==> src/rtl/edge_capture_multi.sv <==
// Multi-channel edge catcher: per-channel synchroniser, glitch filter and mode-qualified
// edge detection, reported as pulses, sticky pending flags, a maskable irq and saturating counters.
module edge_capture_multi #(
    parameter int NUM_CH      = 4,
    parameter int SYNC_STAGES = 2,
    parameter int FILTER_LEN  = 3,
    parameter int CNT_W       = 8
) (
    input  logic                                            clk,
    input  logic                                            reset_n,
    input  logic [NUM_CH-1:0]                               async_in,
    input  logic [2*NUM_CH-1:0]                             mode,
    input  logic [NUM_CH-1:0]                               irq_en,
    input  logic [NUM_CH-1:0]                               pend_clr,
    input  logic [NUM_CH-1:0]                               cnt_clr,
    input  logic [((NUM_CH > 1) ? $clog2(NUM_CH) : 1)-1:0]  cnt_sel,
    output logic [NUM_CH-1:0]                               level_out,
    output logic [NUM_CH-1:0]                               edge_pulse,
    output logic [NUM_CH-1:0]                               pending,
    output logic                                            irq,
    output logic [CNT_W-1:0]                                cnt_data
);

    localparam int SEL_W  = (NUM_CH > 1) ? $clog2(NUM_CH) : 1;
    localparam int FCNT_W = (FILTER_LEN > 1) ? $clog2(FILTER_LEN) : 1;
    localparam logic [FCNT_W-1:0] FCNT_LAST = FCNT_W'(FILTER_LEN - 1);
    localparam logic [FCNT_W-1:0] FCNT_ONE  = FCNT_W'(1);
    localparam logic [CNT_W-1:0]  CNT_ONE   = CNT_W'(1);

    // Saturating increment: an all-ones counter holds its value.
    function automatic logic [CNT_W-1:0] sat_inc(input logic [CNT_W-1:0] v);
        logic [CNT_W-1:0] r;
        if (&v) begin
            r = v;
        end else begin
            r = v + CNT_ONE;
        end
        return r;
    endfunction

    logic [NUM_CH-1:0] sync_r [SYNC_STAGES];
    logic [FCNT_W-1:0] fcnt_r [NUM_CH];
    logic [CNT_W-1:0]  cnt_r  [NUM_CH];
    logic [NUM_CH-1:0] sync_s;
    logic [NUM_CH-1:0] filt_r;
    logic [NUM_CH-1:0] filt_d_r;
    logic [NUM_CH-1:0] qual_s;
    logic [NUM_CH-1:0] edge_pulse_r;
    logic [NUM_CH-1:0] pending_r;
    logic              irq_r;
    logic [CNT_W-1:0]  cnt_data_s;

    // Synchroniser shift chain for every channel.
    always_ff @(posedge clk or negedge reset_n) begin
        if (!reset_n) begin
            for (int k = 0; k < SYNC_STAGES; k++) begin
                sync_r[k] <= '0;
            end
        end else begin
            sync_r[0] <= async_in;
            for (int k = 1; k < SYNC_STAGES; k++) begin
                sync_r[k] <= sync_r[k-1];
            end
        end
    end

    assign sync_s = sync_r[SYNC_STAGES-1];

    // Glitch filter: accept a new level only after FILTER_LEN consecutive disagreeing samples.
    always_ff @(posedge clk or negedge reset_n) begin
        if (!reset_n) begin
            filt_r   <= '0;
            filt_d_r <= '0;
            for (int i = 0; i < NUM_CH; i++) begin
                fcnt_r[i] <= '0;
            end
        end else begin
            filt_d_r <= filt_r;
            for (int i = 0; i < NUM_CH; i++) begin
                if (sync_s[i] == filt_r[i]) begin
                    fcnt_r[i] <= '0;
                end else if (fcnt_r[i] == FCNT_LAST) begin
                    filt_r[i] <= sync_s[i];
                    fcnt_r[i] <= '0;
                end else begin
                    fcnt_r[i] <= fcnt_r[i] + FCNT_ONE;
                end
            end
        end
    end

    // Edge qualification; mode only gates edges of the filtered level, so a mode write alone is silent.
    always_comb begin
        qual_s = '0;
        for (int i = 0; i < NUM_CH; i++) begin
            qual_s[i] = (filt_r[i] & ~filt_d_r[i] & mode[2*i]) |
                        (~filt_r[i] & filt_d_r[i] & mode[2*i+1]);
        end
    end

    // Event reporting: pulse, sticky pending (set beats clear), irq and saturating counters.
    always_ff @(posedge clk or negedge reset_n) begin
        if (!reset_n) begin
            edge_pulse_r <= '0;
            pending_r    <= '0;
            irq_r        <= 1'b0;
            for (int i = 0; i < NUM_CH; i++) begin
                cnt_r[i] <= '0;
            end
        end else begin
            edge_pulse_r <= qual_s;
            pending_r    <= qual_s | (pending_r & ~pend_clr);
            irq_r        <= |(pending_r & irq_en);
            for (int i = 0; i < NUM_CH; i++) begin
                if (qual_s[i]) begin
                    cnt_r[i] <= cnt_clr[i] ? CNT_ONE : sat_inc(cnt_r[i]);
                end else if (cnt_clr[i]) begin
                    cnt_r[i] <= '0;
                end
            end
        end
    end

    // Counter read mux; unmatched selects fall through to zero.
    always_comb begin
        cnt_data_s = '0;
        for (int i = 0; i < NUM_CH; i++) begin
            cnt_data_s = (cnt_sel == SEL_W'(i)) ? cnt_r[i] : cnt_data_s;
        end
    end

    assign level_out  = filt_r;
    assign edge_pulse = edge_pulse_r;
    assign pending    = pending_r;
    assign irq        = irq_r;
    assign cnt_data   = cnt_data_s;

endmodule

==> config.mk <==
export PLATFORM = sky130hd
export DESIGN_NAME = edge_capture_multi
export DESIGN_NICKNAME = d
export VERILOG_FILES = /design/src/rtl/edge_capture_multi.sv
export SDC_FILE = /design/constraint.sdc
export NUM_CORES = 1
export LEC_CHECK = 0
export CORE_ASPECT_RATIO = 1.4
export CORE_MARGIN = 4
export CORE_UTILIZATION = 57
export CTS_CLUSTER_SIZE = 16
export DETAILED_ROUTE_END_ITERATION = 7
export PLACE_DENSITY = 0.94
export SYNTH_ARGS = -nofsm -noshare
export SYNTH_HDL_FRONTEND = slang
export SYNTH_SLANG_ARGS = --single-unit
==> constraint.sdc <==
create_clock -name clk -period 4 [get_ports clk]
set_input_delay 0.8 -clock clk [delete_from_list [all_inputs] [get_ports clk]]
set_output_delay 0.8 -clock clk [all_outputs]
set_load 0.01 [all_outputs]
# [Word-level counts from Yosys, hierarchy flattened]
# Cells that the tools add are included.
[totals] register_bits=65 latchBits=0 ramBits=0 romBits=0 inputBits=28 output_inout_bits=21 elab_cells=123 mem_count=0
[op_classes] n_addsub=8 multipliers=0 div=0 magnitude_cmp=0 eq_ne=15 shift=0 n_mux=28 bitwise=36 reduce_logical=18
[op_table] op="8-bit two-way mux" n=20
[op_table] op="8-bit by 1-bit adder with 8-bit output (second input constant)" n=4
[op_table] op="8-bit AND reduction" n=4
[op_table] op="1-bit bitwise AND" n=16
[op_table] op="2-bit two-way mux" n=8
[op_table] op="2-bit AND reduction" n=8
[op_table] op="2-bit equality test (second input constant)" n=6
[op_table] op="1-bit NOT" n=12
[op_table] op="2-bit by 1-bit adder with 2-bit output (second input constant)" n=4
[op_table] op="4-bit bitwise AND" n=2
[op_table] op="2-bit != test (second input constant)" n=4
[op_table] op="2-bit nonzero test" n=4
[op_table] op="1-bit equality test" n=4
[op_table] op="4-bit NOT" n=1
[op_table] op="1-bit bitwise OR" n=4
[op_table] op="4-bit bitwise OR" n=1
[op_table] op="4-bit OR reduction" n=1
[op_table] op="2-bit by 1-bit equality test with 1-bit output (second input constant)" n=1
[op_table] op="2-bit zero test" n=1

# [Longest topological paths before layout]
# Gate-level depths: netlist of the first run.
[depth] depth_word=6 ltp_mapped=6 ltp_nobuf=5

# [Worst setup path after synthesis of the first run]
# Ideal clock, no wire load.
[synth_path] path_kind="input to output" start="in cnt_sel[0] (netlist name)" end="out cnt_data[7]" arrival_time_ns=1.651 required_ns=3.200 slack_ns=1.549 cell_stages=2 n_path_buf=1 cell_sequence="clkbuf_1 -> mux4_2"
[synth_via] elab_chain_len=5 elab_cells_between_ends=8 cone_classes="3 x eq/ne; 4 x mux; 1 x reduce/logical"
[synth_lines] element="start: declaration" line="16" source="input logic [((NUM_CH > 1) ? $clog2(NUM_CH) : 1)-1:0] cnt_sel,"
[synth_lines] element="2-bit zero test" line="128" source="cnt_data_s = (cnt_sel == SEL_W'(i)) ? cnt_r[i] : cnt_data_s;"
[synth_lines] element="8-bit two-way mux (3 in series)" line="128"
[synth_lines] element="8-bit two-way mux (*)" line="128"
[synth_lines] element="end: declaration" line="21" source="output logic [CNT_W-1:0] cnt_data"
# Every way passes the cells marked *; elsewhere a longest branch is shown, timed or not.

# [Final worst setup path of the first run]
[layout_path] start="in cnt_sel[1] (netlist name)" end="out cnt_data[4]"
# The elaborated chain is that of the path after synthesis.

==> results.md, run 1 <==
Pwr:
- Across the VDD grid, the largest voltage drop is 0.3995 mV.
- The total chip power is 2.151 mW.
- The static leakage is ~1.6 nW.
- In this run the power density over the cells is 568.5 mW/mm².

STA:
- The number of endpoints failing setup at the final stage is 0.
- After layout, the worst path uses 88.33% of the clock period.
- Setup repair after global routing left no endpoint under its margin.
- The pin slew with the least headroom to its limit is 0.9227 ns.
- The number of pins with negative max-slew slack in the final report is 0.
- The clock tree skew after final layout is between 0.008 and 0.009 ns.
- The final setup TNS is 0 ns.
- Once routing completed, OpenROAD measured the worst setup slack at 0.4666 ns.
- The relative max-transition margin is 38.49%.
- The count of final hold-check violations was 0.
- For this run, the top clock speed supported by timing is 283.0 MHz.
- The worst path needs 3.533 ns of the cycle, external delays included.
- The worst hold margin is 0.3529 ns.

Job:
- The number of maximum-capacitance constraint violations is 0.

Routing:
- The remaining antenna violation count is 0.
- Dividing the detail-routed wire length by the instance count gives 18.05 µm.
- After detailed routing, the number of vias per cell comes to about 6.4.
- The final layout contains routed wiring with a total length of 7021 µm.
- The total vias in the final route is 2498.
- The number of detailed-routing iterations run before antenna repair is 4.
- The initial DRC count is 352.
- The final routed DRC violation total is 0.

Clock tree:
- The number of gates resized after CTS is 0.
- The clock insertion delay at the later pin of the skew report is 0.35 ns.
- The total CTS buffers is 9.
- The total setup buffers inserted after CTS is 0.
- The sink count of the clock tree is 65.
- In this run the deepest clock path goes through 2 buffers.
- The level count of the clock H-tree is 3.
- TritonCTS built the clock tree.
- The clock-pin transition on the worst setup and hold timing paths is around 0.070 ns.
- The root buffer cell is clkbuf_8.
- The count of hold buffers inserted by post-cts repair is 0.

Yosys:
- The post-synthesis average cell area is 11.33 µm².
- When the netlist entered floorplanning its net count stood at 302.
- In the post-synthesis netlist, the biggest area contributors are dfrtp_1 (53%), mux4_2 (5.2%), a21oi_1 (2.8%).
- The mapped netlist covers 0.003059 mm².
- The leading register cell type out of synthesis is dfrtp_1.
- Synthesis produced a netlist whose cell count is 270.
- After synthesis, the netlist uses 45 different library cells.
- The cell type with the highest aggregate area in the netlist is dfrtp_1.
- The count of synthesis-stage warnings from yosys is 0.
- Yosys mapped a number of flops with a built-in enable equal to 0.
- The post-synthesis sequential element count is 65.
- After synthesis, flip-flops and latches occupy 53.17% of the total area.
- The fraction of synthesis flops using an asynchronous set or reset pin is 100.0%.
- The top-area cell type share of the netlist area is 53.17%.

Global route:
- The via count of the first global-routing pass came to 2494.
- After global routing the overflow that remains totals 0.
- The met1 track demand over resource in global routing is 26.52%.
- The overall track demand over capacity in global routing is 22.97%.
- In the global route stage, met3 resource usage came out at ~4.5%.
- The global routing stage identified its most utilized layer as met2.
- The largest net degree at the start of global routing is 44.
- The initial antenna violation count is 0.
- The first global-routing pass estimated 11720 µm of wire.
- For met2 alone, demand over resource in global routing was approximately 39%.

Critical path:
- The buffers plus inverters on the worst setup path is 2.
- The critical path's top delay family is buffers and inverters.
- The origin of the critical flop-to-flop path is cnt_r[24]$_DFFE_PN0P_.
- Counting stages on the worst path, the most repeated cell is clkdlybuf4s50_1.
- The setup slack of the worst register-to-register path is 1.91 ns.
- Traced cell by cell, the critical path runs through clkdlybuf4s50_1 > mux4_1 > clkdlybuf4s50_1.
- Data arrives at the worst endpoint at 2.73 ns.
- The largest fanout on the critical path is 8.
- The critical path is of the in2out type.
- The worst setup path is captured at an output port.
- The cell count of the worst reg-to-reg path is 5.
- The critical path startpoint category is a primary input.
- At the worst endpoint, the required time is 3.20 ns.
- The longest individual stage delay on the worst path is 0.82 ns.
- Among all stages on the critical path, the largest delay is contributed by clkdlybuf4s50_1.
- In this run the critical register-to-register path is captured at cnt_r[28]$_DFFE_PN0P_.

Floorplanning:
- The initial cell density of the core is 58.86%.
- The core footprint is 0.005197 mm².
- 49 I/O pins were placed.
- The die area is 0.006620 mm².
- In this run the vertical extent of the chip is ~95 µm.
- The die is 69.92 µm wide.
- The number of core rows is 31.

Hold path:
- The path with the worst hold slack has its endpoint at sync_s[3]$_DFF_PN0_.
- The type of the worst min-delay path is reg2reg.
- The number of instances on the worst hold path is 0.
- The startpoint identified for the worst hold timing path is sync_r[7]$_DFF_PN0_.

Final layout:
- The final layout contains 350 nets.
- The proportion of layout cells with a drive suffix above 1 is 9.598%.
- Counting the fill cells in the layout gives approximately 350.
- The final antenna diode count is 0.
- The final design utilization is 72.80%.
- Compared with the post-synthesis result, the final layout area differs by 23.68%.
- The storage element area is 0.001627 mm².
- The multi-input logic area is 0.001319 mm².

Placed design:
- At the placement stage, the worst setup path has a slack of approximately 0.45 ns.
- Input and output buffers added on the ports amount to 48.
- Detailed placement ended at an HPWL of 4912 µm.
- The congestion estimate from routability-driven global placement came to 0.8686.

Outcome:
- The run finished with clean final reports.
[sequential cells by signal, summed over array words and instances (netlist names)]
register / count
edge_pulse: 4
sync_r: 4
pending: 4
fcnt_r: 8
sync_s: 4
irq: 1
level_out: 4
cnt_r: 32
filt_d_r: 4
[synthesized netlist by cell type, drive strengths merged (3+ instances only)]
cell type  instances
a211oi             4
a21oi             17
a311oi             5
a31oi              3
a41oi              8
and3               7
and4               3
buf                6
clkbuf             5
dfrtp             65
ha                 4
inv               12
mux2               4
mux4               8
nand2             11
nand3             10
nand3b            10
nand4              5
nor2               9
nor2b              8
nor3              17
nor3b              4
nor4b              3
o21ai             10
o311ai             3
o41ai              3
or3                4
xnor2              4
[layer usage]
layer  vias to the layer above  part of all wire, %
met5                         -                    0
met4                         0                  3.7
met3                        29                  7.0
met2                       113                   53
met1                      1220                   37
li1                       1136                    -
[cells by family (layout without fill, tap and decap cells)]
group                      Yosys count  in the layout  share of synthesized area [%]
adders and majority gates            4              4                          1.636
DFF                                 65             65                          53.17
xor gates and xnor gates             4              4                          1.145
buffers and inverters               24             77                          3.722
AOI/OAI and AO/OA                   62             62                          13.74
and+or+nand+nor                     98             98                          18.77
muxes                               13             13                          7.812
[through the flow]
stage / area [µm²] / cells
after floorplan: 3059 / 270
after global placement: 3556 / 373
after detailed placement: 3556 / 373
after CTS: 3784 / 389
after global routing: 3784 / 389
final: 3784 / 389
[cells in the final DEF, fill, tap and decap left out, types with 8 or more instances in the layout]
master and n:
a21oi_1 17, a41oi_1 8, clkbuf_8 10, clkdlybuf4s50_1 47, dfrtp_1 65, inv_1 12, nand2_1 11, nand3_1 10
nand3b_1 10, nor2_1 9, nor2b_1 8, nor3_1 17, o21ai_0 10
[cell type report]
cell class	instances	share of cell area, %
Clock buffer	10	3.638
Clock inverter	6	2.381
Inverter	12	1.190
Multi-Input combinational cell	181	34.85
Sequential cell	65	42.99
Tap cell	66	2.183
Timing Repair Buffer	49	12.76
[where the power goes]
| group | switching, mW | internal [mW] | total (mW) |
|---|---|---|---|
| registers | 0.142 | 0.810 | 0.952 |
| logic | 0.270 | 0.299 | 0.569 |
| clock network | 0.260 | 0.370 | 0.630 |
| total | 0.672 | 1.48 | 2.15 |
[worst max path at each step]
| stage | start | end | cells past startpoint |
|---|---|---|---|
| 2_1_floorplan | cnt_sel[0] | cnt_data[7] | 2 |
| 3_3_place_gp | cnt_sel[1] | cnt_data[4] | 3 |
| 3_5_place_dp | cnt_sel[1] | cnt_data[4] | 3 |
| 4_1_cts | cnt_sel[1] | cnt_data[4] | 3 |
| 5_1_grt | cnt_sel[1] | cnt_data[4] | 3 |
| 6_report | cnt_sel[1] | cnt_data[4] | 3 |
Power figures use the tool's default switching activity.
==> inputs of run 2 (changes only) <==
--- a/config.mk
+++ b/config.mk
@@ -11,6 +11,7 @@
 export CTS_CLUSTER_SIZE = 16
 export DETAILED_ROUTE_END_ITERATION = 7
 export PLACE_DENSITY = 0.94
+export REMOVE_ABC_BUFFERS = 1
 export SYNTH_ARGS = -nofsm -noshare
 export SYNTH_HDL_FRONTEND = slang
 export SYNTH_SLANG_ARGS = --single-unit
==> results.md, run 2 (synthesized netlist as in run 1, its figures left out) <==
STA:
- The pin slew with the least headroom to its limit came to 0.8390 ns (-0.08368 ns).
- The maximum frequency from static timing analysis was 288.3 MHz (+1.9%).
- The relative max-transition margin is 44.07% (+5.6 points).
- The worst hold margin is 0.3549 ns (+0.001949 ns).
- The number of endpoints failing setup at the final stage is 0 (unchanged).
- The final period utilization came to 86.71% (-1.6 points).
- The number of pins with negative max-slew slack in the final report is 0 (unchanged).
- The clock period minus worst slack was 3.469 ns (-0.06480 ns).
- Setup repair after global routing left no endpoint under its margin.
- The count of final hold-check violations is 0 (unchanged).
- The clock tree skew after final layout is 0.01092 ns (+0.002163 ns).
- The final setup TNS is 0 ns (unchanged).

Global route:
- The largest net degree at the start of global routing came to 41 (-6.8%).
- The first-pass GRT wire length came to 11830 µm (+0.88%).
- The final global-route overflow total is 0 (unchanged).
- The overall track demand over capacity in global routing came to 22.98% (about the same).
- The via count of the first global-routing pass is 2462 (-1.3%).
- The initial antenna violation count was 0 (unchanged).

Pwr:
- The cell-internal power came to 1.460 mW (-1.3%).
- The sequential power share is 44.7% (+0.4 points).
- The portion of total power attributed to combinational logic is 26.8% (+0.3 points).
- The clock group share of total power is 28.5% (-0.8 points).
- The cell area power density came to 566.7 mW/mm² (-0.32%).
- The total chip power is 2.139 mW (-0.55%).
- The maximum vdd drop was 0.3895 mV (-2.5%).
- The share of total power consumed by net switching is 31.74% (+0.49 points).
- The net switching power came to 679.0 µW (+1.0%).
- The static leakage was 1.548 nW (-0.24%).

Routing:
- The initial DRC count is 369 (+4.8%).
- The ratio of routed vias to standard cells is 6.301 (-1.9%).
- The final routed DRC violation total is 0 (unchanged).
- The remaining antenna violation count is 0 (unchanged).
- The routed length per placed instance is 18.18 µm (+0.74%).
- The number of detailed-routing iterations run before antenna repair is 5 (+1).
- The sum of routed wire length over all layers is 7073 µm (+0.74%).
- The total vias in the final route came to 2451 (-1.9%).

Clock tree:
- The root buffer cell is clkbuf_8.
- The clock tree from TritonCTS is built.
- The number of gates resized after CTS is 0 (unchanged).
- The total CTS buffers is 9 (unchanged).
- The count of hold buffers inserted by post-cts repair is 0 (unchanged).
- The sink count of the clock tree is 65 (unchanged).
- The total setup buffers inserted after CTS came to 0 (unchanged).
- The number of buffers between clock root and the deepest sink was 2 (unchanged).
- The clock insertion delay at the later pin of the skew report is 0.34 ns (about the same).
- The level count of the clock H-tree is 3 (unchanged).
- The clock-pin transition on the worst setup and hold timing paths came to 0.07 ns (about the same).

Final layout:
- The number of flip-flops in the largest register is 32 (unchanged).
- The final antenna diode count was 0 (unchanged).
- The largest register by flop count is cnt_r.
- The proportion of layout cells with a drive suffix above 1 is 9.598% (unchanged).
- The filler cell count came to 364 (+3.4%).
- The leading cell type in the layout, fill and taps excluded is dfrtp_1.
- The area overhead of the layout relative to synthesis is 23.39%.
- The multi-input logic area is 0.001319 mm² (unchanged).
- The largest registers in the layout are cnt_r x32, fcnt_r x8.
- The number of nets in the final layout is 350 (unchanged).
- The storage element area is 0.001627 mm² (unchanged).
- In the layout the commonest cells are dfrtp_1 (65), clkdlybuf4s50_1 (47), nor3_1 (17), a21oi_1 (17), inv_1 (12).

Critical path:
- The arrival time of the worst setup path is 2.67 ns (-0.06 ns).
- The cell count of the worst reg-to-reg path is 5 (unchanged).
- The last element of the critical path is cnt_data[0].
- The capture instance of the worst register-to-register path is cnt_r[29]$_DFFE_PN0P_.
- STA classifies the critical path startpoint as a primary input.
- The required time of the critical path came to 3.20 ns (about the same).
- The setup slack of the worst register-to-register path is 1.99 ns (+0.08 ns).
- The endpoint class of the critical path is an output port.
- The origin of the critical flop-to-flop path is cnt_r[24]$_DFFE_PN0P_.
- The critical path is of the in2out type.
- The largest fanout on the critical path is 8 (unchanged).
- The most critical setup path has its startpoint at cnt_sel[1].

Floorplanning:
- The die area is 0.006620 mm² (unchanged).
- The die span in y is 94.68 µm (unchanged).
- The I/O pin total is 49 (unchanged).
- The overall die width came to 69.92 µm (unchanged).
- The initial cell density of the core is 58.86% (unchanged).
- The core footprint is 0.005197 mm² (unchanged).
- The number of core rows is 31 (unchanged).

Hold path:
- The min-delay analysis places its worst path in the category reg2reg.

Placed design:
- The estimated wirelength of the detail-placed design is 4894 µm (-0.35%).
- The number of input and output port buffers inserted is 48 (unchanged).
- The weighted congestion reported at the end of routability-driven placement is 0.8782 (+1.1%).

Job:
- The number of maximum-capacitance constraint violations is 0 (unchanged).

Outcome:
- The run finished with clean final reports.
[run 2: cell count changes in the layout (fill, tap and decap cells not counted)]
cell,previous run,this run
clkinv_4,1,2
clkbuf_8,10,9
inv_6,1,0
clkinv_2,1,2
[run 2: power groups by stage]
stage               Clock, mW  Combinational, mW  Sequential [mW]
global placement            0              0.552            0.957
global route            0.653              0.627            0.981
CTS                     0.620              0.579            0.955
detailed placement          0              0.575            0.965
finish                  0.610              0.573            0.956
floorplan                   0              0.283            0.958
[run 2: per-layer routing]
layer / track usage (%) / vias up / wire length (µm)
li1: - / 1128 / -
met5: 0 / - / 0
met1: 27.24 / 1201 / 2691
met2: 39.27 / 105 / 3752
met3: 6.603 / 17 / 449
met4: 9.585 / 0 / 180
[run 2: per-stage QoR]
step                      cell area, µm²  cells  utilization, %  worst slack, ns
after floorplan                     2990    258               -            1.821
after global placement              3556    373           68.42           0.5553
after detailed placement            3556    373           68.42           0.5207
after CTS                           3775    389           72.63           0.5163
after global routing                3775    389           72.63           0.4400
final                               3775    389           72.63           0.5314
[run 2: worst max-delay path: stages]
cell             delay (ns)
clkdlybuf4s50_1        0.77
mux4_2                 0.59
clkdlybuf4s50_1        0.51
[run 2: how the worst min path moves through the flow]
stage          depth (start not counted)             endpoint  slack (ns)           startpoint
3_3_place_gp                           0  sync_s[3]$_DFF_PN0_        0.33  sync_r[7]$_DFF_PN0_
6_report                               0  sync_s[3]$_DFF_PN0_        0.35  sync_r[7]$_DFF_PN0_
4_1_cts                                0  sync_s[3]$_DFF_PN0_        0.35  sync_r[7]$_DFF_PN0_
2_1_floorplan                          0  sync_s[0]$_DFF_PN0_        0.33  sync_r[4]$_DFF_PN0_
3_5_place_dp                           0  sync_s[3]$_DFF_PN0_        0.34  sync_r[7]$_DFF_PN0_
5_1_grt                                0  sync_s[3]$_DFF_PN0_        0.36  sync_r[7]$_DFF_PN0_
[run 2: area by class of cell]
| cell class | count | share of cell area [%] |
|---|---|---|
| timing repair buffer | 49 | 12.79 |
| multi-input combinational | 181 | 34.94 |
| inverter | 12 | 1.193 |
| sequential | 65 | 43.09 |
| tap | 66 | 2.188 |
| clock buffer | 9 | 3.281 |
| clock inverter | 7 | 2.519 |
==> inputs of run 3 (changes only) <==
--- a/config.mk
+++ b/config.mk
@@ -8,6 +8,7 @@
 export CORE_ASPECT_RATIO = 1.4
 export CORE_MARGIN = 4
 export CORE_UTILIZATION = 57
+export CTS_CLUSTER_DIAMETER = 60
 export CTS_CLUSTER_SIZE = 16
 export DETAILED_ROUTE_END_ITERATION = 7
 export PLACE_DENSITY = 0.94
==> results of run 3 <==
Final layout, timing and power as in run 2 (identical DEF).
